## config.mk

```make
export PLATFORM = sky130hd
export DESIGN_NAME = store_rmw_controller_flat
export DESIGN_NICKNAME = d
export VERILOG_FILES = /design/src/rtl/store_rmw_controller_if.sv /design/src/rtl/store_rmw_controller.sv /design/src/flat_wrapper.sv
export SDC_FILE = /design/constraint.sdc
export NUM_CORES = 1
export LEC_CHECK = 0
export ABC_AREA = 1
export CAP_MARGIN = 20
export CORE_MARGIN = 2
export CORE_UTILIZATION = 40
export CTS_BUF_LIST = sky130_fd_sc_hd__clkbuf_16
export DETAILED_ROUTE_END_ITERATION = 16
export MAX_ROUTING_LAYER = met4
export PLACE_DENSITY_LB_ADDON = 0.1
export SETUP_SLACK_MARGIN = 0.4
export SLEW_MARGIN = 20
export SYNTH_ARGS = -nofsm -noshare
export SYNTH_HDL_FRONTEND = slang
export SYNTH_SLANG_ARGS = --single-unit
```

## constraint.sdc

```tcl
create_clock -name clk -period 1.25 [get_ports clk]
set_input_delay 0.25 -clock clk [delete_from_list [all_inputs] [get_ports clk]]
set_output_delay 0.25 -clock clk [all_outputs]
set_load 0.01 [all_outputs]
```

## src/rtl/store_rmw_controller_if.sv

```systemverilog
// Control-unit and memory-port signals of the store read-modify-write sequencer.
// The master side is the environment (control unit plus memory); the slave side is the controller.
interface store_rmw_controller_if;
    logic        start;
    logic [1:0]  store_size;
    logic [31:0] addr;
    logic [31:0] b_out;
    logic [31:0] mem_rdata;
    logic [31:0] mem_addr;
    logic        mem_wr;
    logic [31:0] mem_wdata;
    logic        busy;
    logic        done;
    logic        misaligned;

    modport master (
        output start, store_size, addr, b_out, mem_rdata,
        input  mem_addr, mem_wr, mem_wdata, busy, done, misaligned
    );

    modport slave (
        input  start, store_size, addr, b_out, mem_rdata,
        output mem_addr, mem_wr, mem_wdata, busy, done, misaligned
    );
endinterface

```

## src/rtl/store_rmw_controller.sv

```systemverilog
// Store sequencer for sb/sh/sw: sub-word stores read the containing word, merge the
// B-register lane and write it back; word stores write directly; bad requests flag and abort.
module store_rmw_controller #(
    parameter int READ_LATENCY = 1   // legal range 1..3
) (
    input logic                    clk,
    input logic                    reset,
    store_rmw_controller_if.slave  bus
);
    localparam int NUM_LANES = 4;
    localparam int VEC_W     = 8;

    localparam logic [2:0] S_IDLE  = 3'd0;
    localparam logic [2:0] S_READ  = 3'd1;
    localparam logic [2:0] S_WRITE = 3'd2;
    localparam logic [2:0] S_DONE  = 3'd3;
    localparam logic [2:0] S_ERR   = 3'd4;

    localparam logic [1:0] SZ_BYTE = 2'b00;
    localparam logic [1:0] SZ_HALF = 2'b01;
    localparam logic [1:0] SZ_WORD = 2'b10;
    localparam logic [1:0] RD_INIT = 2'(READ_LATENCY - 1);

    logic [2:0]  state_q, state_d;
    logic [31:0] addr_q, addr_d;
    logic [31:0] b_q, b_d;
    logic [1:0]  size_q, size_d;
    logic [31:0] mdr_q, mdr_d;
    logic [1:0]  rd_cnt_q, rd_cnt_d;
    logic        req_bad;

    logic [NUM_LANES-1:0][VEC_W-1:0] wdata;

    always_comb begin
        req_bad = (bus.store_size == 2'b11)
               || (bus.store_size == SZ_HALF && bus.addr[0])
               || (bus.store_size == SZ_WORD && bus.addr[1:0] != 2'b00);
    end

    always_comb begin
        state_d  = state_q;
        addr_d   = addr_q;
        b_d      = b_q;
        size_d   = size_q;
        mdr_d    = mdr_q;
        rd_cnt_d = rd_cnt_q;
        case (state_q)
            S_IDLE: begin
                if (bus.start) begin
                    addr_d = bus.addr;
                    b_d    = bus.b_out;
                    size_d = bus.store_size;
                    if (req_bad) begin
                        state_d = S_ERR;
                    end else if (bus.store_size == SZ_WORD) begin
                        state_d = S_WRITE;
                    end else begin
                        state_d  = S_READ;
                        rd_cnt_d = RD_INIT;
                    end
                end
            end
            S_READ: begin
                // rd_cnt==0 marks the cycle in which the memory word is valid
                if (rd_cnt_q == 2'd0) begin
                    mdr_d   = bus.mem_rdata;
                    state_d = S_WRITE;
                end else begin
                    rd_cnt_d = rd_cnt_q - 2'd1;
                end
            end
            S_WRITE: state_d = S_DONE;
            S_DONE:  state_d = S_IDLE;
            S_ERR:   state_d = S_IDLE;
            default: state_d = S_IDLE;
        endcase
    end

    always_ff @(posedge clk or negedge reset) begin
        if (!reset) begin
            state_q  <= S_IDLE;
            addr_q   <= '0;
            b_q      <= '0;
            size_q   <= '0;
            mdr_q    <= '0;
            rd_cnt_q <= '0;
        end else begin
            state_q  <= state_d;
            addr_q   <= addr_d;
            b_q      <= b_d;
            size_q   <= size_d;
            mdr_q    <= mdr_d;
            rd_cnt_q <= rd_cnt_d;
        end
    end

    // Per-lane merge: a lane takes B-register data when the store covers it, else keeps mdr.
    for (genvar l = 0; l < NUM_LANES; l++) begin : g_lane
        logic             sel;
        logic [VEC_W-1:0] src;

        assign sel = (size_q == SZ_WORD)
                   | ((size_q == SZ_HALF) & (addr_q[1] == 1'(l / 2)))
                   | ((size_q == SZ_BYTE) & (addr_q[1:0] == 2'(l)));
        assign src = (size_q == SZ_WORD) ? b_q[VEC_W*l +: VEC_W]
                   : (size_q == SZ_HALF) ? b_q[VEC_W*(l % 2) +: VEC_W]
                   :                       b_q[VEC_W-1:0];
        assign wdata[l] = sel ? src : mdr_q[VEC_W*l +: VEC_W];
    end

    assign bus.mem_addr   = {addr_q[31:2], 2'b00};
    assign bus.mem_wdata  = wdata;
    assign bus.mem_wr     = (state_q == S_WRITE);
    assign bus.busy       = (state_q != S_IDLE);
    assign bus.done       = (state_q == S_DONE);
    assign bus.misaligned = (state_q == S_ERR);

endmodule

```

## src/flat_wrapper.sv

```systemverilog
// flat-port wrapper written by rule: the top's interface ports become plain ports
module store_rmw_controller_flat 
#(
    parameter int READ_LATENCY = 1                      
)
  (clk, reset, bus_start, bus_store_size, bus_addr, bus_b_out, bus_mem_rdata, bus_mem_addr, bus_mem_wr, bus_mem_wdata, bus_busy, bus_done, bus_misaligned);
  store_rmw_controller_if bus_i ();
  input logic clk;
  input logic reset;
  input wire logic [$bits(bus_i.start)-1:0] bus_start;
  input wire logic [$bits(bus_i.store_size)-1:0] bus_store_size;
  input wire logic [$bits(bus_i.addr)-1:0] bus_addr;
  input wire logic [$bits(bus_i.b_out)-1:0] bus_b_out;
  input wire logic [$bits(bus_i.mem_rdata)-1:0] bus_mem_rdata;
  output wire logic [$bits(bus_i.mem_addr)-1:0] bus_mem_addr;
  output wire logic [$bits(bus_i.mem_wr)-1:0] bus_mem_wr;
  output wire logic [$bits(bus_i.mem_wdata)-1:0] bus_mem_wdata;
  output wire logic [$bits(bus_i.busy)-1:0] bus_busy;
  output wire logic [$bits(bus_i.done)-1:0] bus_done;
  output wire logic [$bits(bus_i.misaligned)-1:0] bus_misaligned;
  assign bus_i.start = bus_start;
  assign bus_i.store_size = bus_store_size;
  assign bus_i.addr = bus_addr;
  assign bus_i.b_out = bus_b_out;
  assign bus_i.mem_rdata = bus_mem_rdata;
  assign bus_mem_addr = bus_i.mem_addr;
  assign bus_mem_wr = bus_i.mem_wr;
  assign bus_mem_wdata = bus_i.mem_wdata;
  assign bus_busy = bus_i.busy;
  assign bus_done = bus_i.done;
  assign bus_misaligned = bus_i.misaligned;
  store_rmw_controller #(.READ_LATENCY(READ_LATENCY)) u_core (.clk(clk), .reset(reset), .bus(bus_i));
endmodule
```

Word level (Yosys, flattened, before mapping)
Index checks and enable logic that the tools add are counted.
{"block": "op_classes", "add_sub_neg": 1, "mul": 0, "div": 0, "n_lt_le_gt_ge": 0, "eq_ne": 17, "n_shift": 0, "muxes": 18, "n_bitwise": 13, "reduce_logical": 15}
{"cell": "$mux W8", "n": 8}
{"cell": "$eq A2 B2 Y1 const B", "n": 5}
{"cell": "$mux W2", "n": 5}
{"cell": "$mux W3", "n": 3}
{"cell": "$pmux W3 S3", "n": 1}
{"cell": "$ne A2 B2 Y1 const B", "n": 4}
{"cell": "$and A1 B1 Y1", "n": 6}
{"cell": "$eq A2 B1 Y1 const B", "n": 3}
{"cell": "$eq A3 B2 Y1 const B", "n": 2}
{"cell": "$logic_not A2 Y1", "n": 3}
{"cell": "$or A1 B1 Y1", "n": 6}
{"cell": "$reduce_and A2 Y1", "n": 3}
{"cell": "$reduce_and A5 Y1", "n": 1}
{"cell": "$pmux W2 S2", "n": 1}
{"cell": "$reduce_bool A2 Y1", "n": 2}
{"cell": "$eq A3 B1 Y1 const B", "n": 1}
{"cell": "$eq A3 B3 Y1 const B", "n": 1}
{"cell": "$logic_not A3 Y1", "n": 1}
{"cell": "$reduce_bool A3 Y1", "n": 1}
{"cell": "$logic_and A1 B1 Y1", "n": 2}
{"cell": "$logic_or A1 B1 Y1", "n": 2}
{"cell": "$ne A2 B1 Y1 const B", "n": 1}
{"cell": "$sub A2 B1 Y2 const B", "n": 1}
{"cell": "$not A1 Y1", "n": 1}
{"block": "word_totals", "reg_bits": 103, "latchBits": 0, "ram_bits": 0, "mem_bits_ro": 0, "in_bits": 101, "out_inout_bits": 68, "memories": 0}

Logic depth before layout (Yosys ltp)
Gate-level depths: netlist of the first run.
{"block": "depth", "ltp_word": 7, "mapped_depth": 9}

Worst setup path after synthesis of the first run
OpenSTA, ideal clock, no wires.
{"block": "synth_timing", "kind": "register to output", "from": "register u_core.size_q[0]", "to": "output port bus_mem_wdata[26]", "arrival_time_ns": 1.178, "setup_slack_ns": -0.178, "path_stages_with_launch": 10, "path_cell_list": "dfrtp_1 > inv_1 > nand2_2 > buf_6 > inv_4 > buf_6 > nand2_1 > nand3_1 > nand2_1 > o21ai_1"}
{"block": "synth_between", "elab_chain_len": 5, "elab_cells_between_ends": 10}
{"element": "from (decl)", "line": "store_rmw_controller.sv:27", "rtl": "logic [1:0] size_q, size_d;"}
{"element": "from (signal assigned)", "line": "store_rmw_controller.sv:91", "rtl": "size_q <= size_d;"}
{"element": "$eq A2 B1 Y1", "line": "store_rmw_controller.sv:103, store_rmw_controller.sv:106"}
{"element": "$and A1 B1 Y1", "line": "store_rmw_controller.sv:103", "rtl": "| ((size_q == SZ_HALF) & (addr_q[1] == 1'(l / 2)))"}
{"element": "$or A1 B1 Y1", "line": "store_rmw_controller.sv:103"}
{"element": "$or A1 B1 Y1", "line": "store_rmw_controller.sv:104", "rtl": "| ((size_q == SZ_BYTE) & (addr_q[1:0] == 2'(l)));"}
{"element": "$mux W8 (*)", "line": "store_rmw_controller.sv:108", "rtl": "assign wdata[l] = sel ? src : mdr_q[VEC_W*l +: VEC_W];"}
{"element": "to (decl)", "line": "flat_wrapper.sv:17", "rtl": "output wire logic [$bits(bus_i.mem_wdata)-1:0] bus_mem_wdata;"}
Mark *: on every way between the ends. The rest lies on a longest branch, timed or not.

Final worst setup path of the first run
{"block": "layout_timing", "from": "register u_core.size_q[0]", "to": "output port bus_mem_wdata[9]"}
The elaborated chain is that of the path after synthesis.

==> results of run 1 <==
[layout make-up]
type,count,area share (%)
Tap cell,172,2.13
Multi-Input combinational cell,436,33.4
Inverter,35,1.46
Clock inverter,7,0.619
Clock buffer,9,2.23
Sequential cell,103,25.6
Timing Repair Buffer,332,34.6
[layout by cell type, fill, tap and decap left out, drive strengths merged]
cell type,n
dfrtp,103
or2,1
inv,37
nor2,41
bufbuf,1
ha,1
clkbuf,9
nand3,108
clkinvlp,1
o21a,8
buf,224
a21oi,28
o21ai,31
bufinv,1
clkinv,3
clkdlybuf4s50,98
mux2,8
conb,2
dlygate4sd3,1
clkdlybuf4s15,8
nand2,208
[cells in the mapped netlist, drive strengths merged]
cell / number / share of area [%]
buf: 61 / 9.1
nand2: 207 / 15
a21oi: 28 / 2.7
ha: 1 / 0.24
or2: 1 / 0.12
mux2: 8 / 1.7
inv: 35 / 2.6
o21a: 8 / 1.2
o21ai: 31 / 3.0
conb: 1 / 0.072
clkbuf: 6 / 0.43
nor2: 41 / 3.1
nand3: 106 / 11
dfrtp: 103 / 49
[where the power goes]
group	internal (mW)	total, mW	switching, mW
Combinational	11.2	21.2	10.1
Clock	1.54	2.88	1.33
Sequential	4.96	6.40	1.44
Total	17.7	30.5	12.9
[final timing paths]
kind,startpoint,to,depth (start not counted)
hold / removal,bus_start,u_core.state_q[2],3
setup / recovery,u_core.size_q[0],bus_mem_wdata[9],10
hold reg to reg,u_core.addr_q[2],u_core.addr_q[2],2
min in group asynchronous,reset,u_core.mdr_q[23],3
setup reg to reg,u_core.state_q[2],u_core.b_q[3],10
max in group asynchronous,reset,u_core.size_q[1],3
[cells by family after synthesis]
| family | synth area share (%) |
|---|---|
| flip-flops | 49.4 |
| AO/OA/AOI/OAI | 6.88 |
| multiplexers | 1.73 |
| AND/OR/NAND/NOR | 29.6 |
| adder cells (fa/ha/maj) | 0.240 |
| other | 0.0718 |
| buffers and inverters | 12.1 |
[worst max-delay path: stages (launching register included)]
cell        delay (ns)
dfrtp_1           0.39
inv_2             0.09
nor2_4            0.13
buf_6             0.13
clkinvlp_4        0.20
buf_6             0.21
nand3_4           0.07
nand3_2           0.09
nand2_2           0.08
o21ai_2           0.05
buf_2             0.13
[stage by stage]
stage	util, %	setup slack (ns)
2_1_floorplan	-	-0.139
3_3_place_gp	58.4	-0.753
3_5_place_dp	58.4	-0.808
4_1_cts	74.9	-0.849
5_1_grt	79.7	-1.01
6_report	79.7	-0.933
[registers in the layout, indices dropped and copies added (netlist names)]
name / count
u_core.b_q: 32
u_core.size_q: 2
u_core.state_q: 3
u_core.mdr_q: 32
u_core.addr_q: 32
u_core.rd_cnt_q: 2
[per-layer routing]
layer	wire length, um	vias up
met5	0	-
met4	728	0
met3	1230	53
met2	10800	213
met1	7670	2792
li1	-	2590
[timing repair]
item,CTS,global route
endpoints found under the setup margin,169,169
gates resized for setup,527,103
hold buffers,1,0
pin swaps,65,38
cloned,20,0
setup buffers,58,24
hold endpoints to repair,103,0
==> impl_metrics.tcl, run 1 <==
set metrics [dict create \
    slew_violations 0 \
    p_leak_nw 4.81 \
    grt_pass1_wl_um 30600 \
    grt-ovfl-total 0 \
    grt_busiest_layer "met2" \
    regToRegSetupSlack_ns -0.33 \
    timing.fmax_mhz 458 \
    synth.avg_cell_area_um2 8.20 \
    portBuffers 166 \
    syn_inst 637 \
    dr_total_vias 5648 \
    fin_area_mm2 0.0101 \
    fill_cells 795 \
    regArea_mm2 0.00258 \
    start_kind "flop" \
    rows 41 \
    cts_tree "built" \
    dpl-instance-area_mm2 0.00740 \
    hold_ws_ns 0.401 \
    drt_iter0_drc 265 \
    synthToLayoutAreaGrowth_pct 93.4 \
    finalWorstSetupSlack_ns -0.933 \
    hp-class "in -> reg" \
    finalHoldViolations 0 \
    grt.met1_usage_pct 32.0 \
    clock_latency_ns 0.36 \
    die_height_um 118 \
    tns_ns -55.29 \
    cp-end-kind "output port" \
    grt.met3_usage_pct 7.53 \
    p_total_mw 30.5 \
    yosysSeqAreaShare_pct 49.4 \
    dp_hpwl_um 10800 \
    final_nets 1019 \
    initial_core_util_pct 41.2 \
    cts_max_path_buffers 2 \
    cap_viol_max_count 0 \
    multi_input_area_mm2 0.00337 \
    finalCriticalPeriod_ns 2.18 \
    worstPathMaxFanout 6 \
    synth.distinct_cells 25 \
    ys_ff_latch 103 \
    coreArea_mm2 0.0127 \
    drt_wl_total_um 20400 \
    final_cell_count_no_fill 1094 \
    cp.arrival_ns 1.93 \
    htree_num_levels 3 \
    grt_pass1_vias 5868 \
    grtUsageTotal_pct 28.7 \
    fin_crit_sh_pct 175 \
    route.detailed.drc 0 \
    antenna_found_initial 0 \
    dp_cells 975 \
    syn_area_mm2 0.00522 \
    root_buffer "clkbuf_16" \
    numCtsBuffers 9 \
    die_x_um 118 \
    outcome "finished, violations left" \
    via_per_inst 5.16 \
    setup_violations 139 \
    skew_ns 0.00651 \
    drive_gt1_share_pct 56.8 \
    grt_max_degree 62 \
    ant_nets 0 \
    gp_routability_congestion 0.892 \
    io_pins 169 \
    numClockSinks 103 \
    dr.pass1.iters 4 \
    grt_use_met2_pct 49.6 \
    n_antenna_cell 0 \
    p_per_area_mw_per_mm2 3020 \
    cp.required_ns 1.00 \
    die-area_mm2 0.0140 \
    ys_warn_count 0 \
    routedWlPerCell_um 18.6 \
    peakVddDrop_mv 1.32 \
    criticalPathCategory "reg -> out" \
    rsz0062_at_grt "yes" \
    violations "setup timing" \
    clk_pin_slew_ns 0.07 \
]
No activity file was read; power rests on OpenSTA's default activity.
==> inputs of run 2 (changes only) <==
--- a/config.mk
+++ b/config.mk
@@ -5,9 +5,7 @@
 export SDC_FILE = /design/constraint.sdc
 export NUM_CORES = 1
 export LEC_CHECK = 0
-export ABC_AREA = 1
 export CAP_MARGIN = 20
-export CORE_MARGIN = 2
 export CORE_UTILIZATION = 40
 export CTS_BUF_LIST = sky130_fd_sc_hd__clkbuf_16
 export DETAILED_ROUTE_END_ITERATION = 16
==> run 2 against run 1 <==
Effect of this change: critical endpoint is now bus_mem_wdata[3]; area after synthesis shrank 2.1%; the flow finishes with violations (hold timing, setup timing); via count is 29% lower; critical path depth decreased by 3; design area is 11% lower.
==> impl_metrics.tcl, run 2 <==
set metrics [dict create \
    syn_area_mm2 0.00511 \
    synth_top_area_share_pct 50.4 \
    p_leak_nw 4.25 \
    peakVddDrop_mv 1.47 \
    setup_violations 139 \
    skew_ns 0.00615 \
    yosys-top-cells-area "dfrtp_1 (50%), mux2_2 (23%), mux2_1 (7.5%)" \
    synthAdderAreaFrac_pct 0.245 \
    synth.avg_cell_area_um2 13.7 \
    synth_enable_flop_cells 0 \
    drive_gt1_share_pct 60.3 \
    clock_latency_ns 0.35 \
    final_common_cell "mux2_4" \
    fin_area_mm2 0.00901 \
    fin_crit_sh_pct 178 \
    top_regs "u_core.addr_q (32), u_core.b_q (32), u_core.mdr_q (32)" \
    synth.distinct_cells 35 \
    cts_max_path_buffers 2 \
    p_per_area_mw_per_mm2 3010 \
    syn_inst 372 \
    final_cell_count_no_fill 803 \
    grt-ovfl-total 0 \
    ant_nets 0 \
    io_pins 169 \
    routedWlPerCell_um 19.7 \
    timing.fmax_mhz 450 \
    grtUsageTotal_pct 24.6 \
    numClockSinks 103 \
    cp-end-kind "output port" \
    final_nets 733 \
    root_buffer "clkbuf_16" \
    hold_ws_ns -0.0317 \
    synth_common_cells "mux2_2 (104), dfrtp_1 (103), buf_4 (39), mux2_1 (34)" \
    route.detailed.drc 0 \
    gp_routability_congestion 0.840 \
    synthMuxAreaShare_pct 32.2 \
    yosysSeqAreaShare_pct 50.4 \
    synth_compound_area_share_pct 4.55 \
    cts_tree "built" \
    numCtsBuffers 9 \
    violations "hold timing, setup timing" \
    yosys.area.top_type "dfrtp_1" \
    rsz0062_at_grt "yes" \
    synthFlopType "dfrtp_1" \
    cp.required_ns 1.00 \
    fill_cells 837 \
    relSlewSlack_pct 61.4 \
    synth_simple_gate_area_share_pct 3.79 \
    grt_pass1_vias 4257 \
    cap_viol_max_count 0 \
    rows 40 \
    start_kind "flop" \
    n_antenna_cell 0 \
    worstPathMaxFanout 8 \
    clk_pin_slew_ns 0.07 \
    die_x_um 115 \
    htree_num_levels 3 \
    dpl-instance-area_mm2 0.00725 \
    drt_iter0_drc 155 \
    ys_ff_latch 103 \
    slew_violations 0 \
    hp-class "in -> async" \
    finalWorstSetupSlack_ns -0.973 \
    ys_warn_count 0 \
    die-area_mm2 0.0132 \
    ys_async_sr_fraction_pct 100 \
    antenna_found_initial 0 \
    criticalPathCategory "reg -> out" \
    grt_pass1_wl_um 23600 \
    coreArea_mm2 0.0122 \
    synthToLayoutAreaGrowth_pct 76.1 \
    finalCriticalPeriod_ns 2.22 \
    dr.pass1.iters 4 \
    tns_ns -97.24 \
    dr_total_vias 4010 \
    die_height_um 115 \
    dp_hpwl_um 8940 \
    final_cell_mix "mux2_4 (127), dfrtp_1 (102), clkdlybuf4s50_1 (99)" \
    cp.arrival_ns 1.97 \
    grt_max_degree 63 \
    synthMostInstantiatedCell "mux2_2" \
    portBuffers 166 \
    finalHoldViolations 41 \
    max_slew.worst_pin.slew_ns 0.575 \
    synth-xor-area-share_pct 0.318 \
    synth_top_family_by_area "multiplexers" \
    via_per_inst 4.99 \
    p_total_mw 27.1 \
    drt_wl_total_um 15800 \
    outcome "finished, violations left" \
    initial_core_util_pct 41.9 \
    dp_cells 706 \
]
-- run 2: what timing repair did --
item,4_1_cts,5_1_grt
pin swaps,14,12
buffers inserted,47,21
gates resized for setup,440,34
hold endpoints to repair,62,0
endpoints found under the setup margin,169,169
hold buffers,1,0
gates cloned,11,2
-- run 2: worst max-delay path: stages (launching register included) --
cell,delay (ns)
dfrtp_2,0.46
buf_4,0.16
mux2i_4,0.18
buf_4,0.15
nand2b_4,0.07
buf_12,0.13
mux2_2,0.34
buf_2,0.14
-- run 2: power breakdown --
part	switching [mW]	internal (mW)
sequential	1.25	5.05
combinational	6.41	11.7
clock	1.20	1.52
-- run 2: kinds of logic after synthesis --
logic type / Yosys count
muxes: 147
DFF: 103
buffers and inverters: 60
and+or+nand+nor: 30
AOI/OAI and AO/OA: 29
adders and majority gates: 1
other: 1
xor gates and xnor gates: 1
-- run 2: worst paths after layout --
path	slack (ns)	to	from	cells past startpoint
max	-0.97	bus_mem_wdata[3]	u_core.size_q[1]	7
min	-0.03	u_core.addr_q[13]	reset	2
max reg2reg	-0.70	u_core.mdr_q[28]	u_core.state_q[2]	9
min reg2reg	0.51	u_core.addr_q[31]	u_core.addr_q[31]	1
max in group asynchronous	0.46	u_core.b_q[30]	reset	3
min in group clk	0.51	u_core.addr_q[31]	u_core.addr_q[31]	1
-- run 2: area by class of cell --
type,instances,area (um^2),area share [%]
repair buffers,303,3150,35.0
multi-input cells,210,2770,30.7
flip-flops and latches,103,2580,28.6
clock buffers,9,225,2.50
well taps,168,210,2.33
clock inverters,6,55.1,0.611
inverters,4,15.0,0.167
-- run 2: through the flow --
| step | util (%) | setup WS (ns) |
|---|---|---|
| 6_report | 73.8 | -0.973 |
| 5_1_grt | 73.8 | -1.03 |
| 4_1_cts | 70.9 | -0.995 |
| 3_5_place_dp | 59.4 | -0.973 |
| 3_3_place_gp | 59.4 | -0.956 |
| 2_1_floorplan | - | -0.495 |
-- run 2: metal layers --
metal | part of all wire (%) | routed length, um | global-route usage, %
met1 | 44 | 7020 | 32.1
met2 | 49 | 7760 | 39.3
met3 | 4.9 | 766 | 5.59
met4 | 1.5 | 233 | 5.19
met5 | 0 | 0 | -
==> inputs of run 3 (changes only) <==
--- a/config.mk
+++ b/config.mk
@@ -10,7 +10,7 @@
 export CTS_BUF_LIST = sky130_fd_sc_hd__clkbuf_16
 export DETAILED_ROUTE_END_ITERATION = 16
 export MAX_ROUTING_LAYER = met4
-export PLACE_DENSITY_LB_ADDON = 0.1
+export PLACE_DENSITY = 0.74
 export SETUP_SLACK_MARGIN = 0.4
 export SLEW_MARGIN = 20
 export SYNTH_ARGS = -nofsm -noshare
==> run 3 against run 2 <==
Effect of this change: hold slack improved by 0.32 ns; the flow finishes with violations (setup timing); sequential share of layout area is 0.27 points lower; sequential cell count unchanged; global-route usage grew 1.7 points; maximum frequency down 1.0%; combinational power up 3%; critical path type unchanged.
==> impl_metrics.tcl, run 3 (synthesis gave the netlist of run 2 again) <==
set metrics [dict create \
    io_pins 169 \
    cp.arrival_ns 2.00 \
    synthToLayoutAreaGrowth_pct 77.8 \
    start_kind "flop" \
    gp_routability_congestion 0.817 \
    relSlewSlack_pct 63.2 \
    initial_core_util_pct 41.9 \
    die_x_um 115 \
    fin_crit_sh_pct 180 \
    cts_tree "built" \
    regToRegSetupSlack_ns -0.61 \
    p_total_mw 28.1 \
    power.share.switching_pct 33.0 \
    drt_wl_total_um 17100 \
    cap_viol_max_count 0 \
    power_frac_clock_pct 10.5 \
    violations "setup timing" \
    p_int_mw 18.8 \
    cpPeakStageDelay_ns 0.43 \
    worstPathMaxFanout 8 \
    finalHoldViolations 0 \
    root_buffer "clkbuf_16" \
    final_util_pct 74.4 \
    hp-class "in -> async" \
    coreArea_mm2 0.0122 \
    p_comb_share_pct 66.5 \
    finalCriticalPeriod_ns 2.25 \
    timing.fmax_mhz 445 \
    setup_violations 139 \
    p_leak_nw 4.26 \
    final_cell_mix "mux2_4 (133), dfrtp_1 (102), clkdlybuf4s50_1 (99)" \
    skew_ns 0.00879 \
    criticalPathCategory "reg -> out" \
    place_ws_ns -0.981 \
    ant_nets 0 \
    peakVddDrop_mv 1.38 \
    worst-path-buf-inv 3 \
    dr_total_vias 4093 \
    rsz0062_at_grt "yes" \
    path_cells "buf_12 > xor2_4 > buf_12 > mux2_4 > mux2_4 > buf_6" \
    cp-end-kind "output port" \
    p_per_area_mw_per_mm2 3090 \
    dp_hpwl_um 9350 \
    tns_ns -84.59 \
    die-area_mm2 0.0132 \
    drive_gt1_share_pct 60.4 \
    portBuffers 166 \
    routedWlPerCell_um 21.4 \
    switchingPower_mw 9.27 \
    p_seq_share_pct 23.0 \
    antenna_found_initial 0 \
    fill_cells 773 \
    via_per_inst 5.14 \
    route.detailed.drc 0 \
    max_slew.worst_pin.slew_ns 0.547 \
    finalWorstSetupSlack_ns -0.996 \
    cts_max_path_buffers 2 \
    top_regs "u_core.addr_q (32), u_core.b_q (32), u_core.mdr_q (32)" \
    clock_latency_ns 0.35 \
    final_nets 726 \
    rows 40 \
    hold_ws_ns 0.289 \
    n_antenna_cell 0 \
    final_common_cell "mux2_4" \
    numCtsBuffers 9 \
    numClockSinks 103 \
    dr.pass1.iters 4 \
    grt-ovfl-total 0 \
    cp.required_ns 1.00 \
    cpLargestDelayFamily "multiplexers" \
    grt_pass1_wl_um 24900 \
    die_height_um 115 \
    grt_pass1_vias 4403 \
    clk_pin_slew_ns 0.06 \
    drt_iter0_drc 194 \
    grtUsageTotal_pct 26.4 \
    htree_num_levels 3 \
    grt_max_degree 65 \
    crit_slowest_cell "dfrtp_1" \
    outcome "finished, violations left" \
    slew_violations 0 \
]
run 3: cell count changes in the layout (fill, tap and decap cells not counted), moves of 5 or more:
cell     previous run  this run
mux2i_4             1         6
mux2_2             11         5
mux2_4            127       133
buf_6              51        69
buf_2              45        35
buf_4              69        61
run 3: worst paths after layout:
check / end / start / cells after the start
setup / recovery: bus_mem_wdata[13] / u_core.size_q[0] / 6
hold / removal: u_core.mdr_q[17] / reset / 2
setup reg to reg: u_core.b_q[23] / u_core.state_q[1] / 7
hold reg to reg: u_core.addr_q[11] / u_core.addr_q[11] / 1
max in group asynchronous: u_core.b_q[26] / reset / 3
min in group clk: u_core.mdr_q[16] / bus_mem_rdata[16] / 2
run 3: routing by layer:
layer	wire [um]	track usage, %
met3	849	4.59
met4	377	11.9
met1	7160	32.2
met5	0	-
met2	8670	42.9
run 3: layout make-up:
| cell class | count | area, um^2 | share of cell area (%) |
|---|---|---|---|
| timing repair buffer | 296 | 3140 | 34.5 |
| inverter | 4 | 17.5 | 0.193 |
| clock inverter | 7 | 78.8 | 0.867 |
| multi-input combinational | 210 | 2840 | 31.3 |
| sequential | 103 | 2580 | 28.4 |
| tap | 168 | 210 | 2.31 |
| clock buffer | 9 | 225 | 2.48 |
run 3: power by group through the flow:
stage / sequential, mW / clock (mW) / combinational (mW)
detailed placement: 6.25 / 0 / 13.2
floorplan: 5.80 / 0 / 8.26
global route: 6.60 / 3.12 / 19.6
global placement: 6.11 / 0 / 12.9
finish: 6.46 / 2.95 / 18.7
CTS: 6.33 / 2.97 / 17.3
run 3: what timing repair did:
| item | in CTS | in global routing |
|---|---|---|
| pin swaps | 11 | 12 |
| resized for setup | 470 | 39 |
| setup buffers | 38 | 24 |
| cloned | 13 | 1 |
| setup endpoints to repair | 169 | 233 |
| endpoints found under the hold margin | 103 | 0 |
| hold buffers | 1 | 0 |
run 3: per-stage QoR:
stage / std cells / cell area, um^2
after global routing: 797 / 9090
after floorplan: 373 / 5290
after detailed placement: 704 / 7200
final: 797 / 9090
after global placement: 704 / 7200
after CTS: 772 / 8680
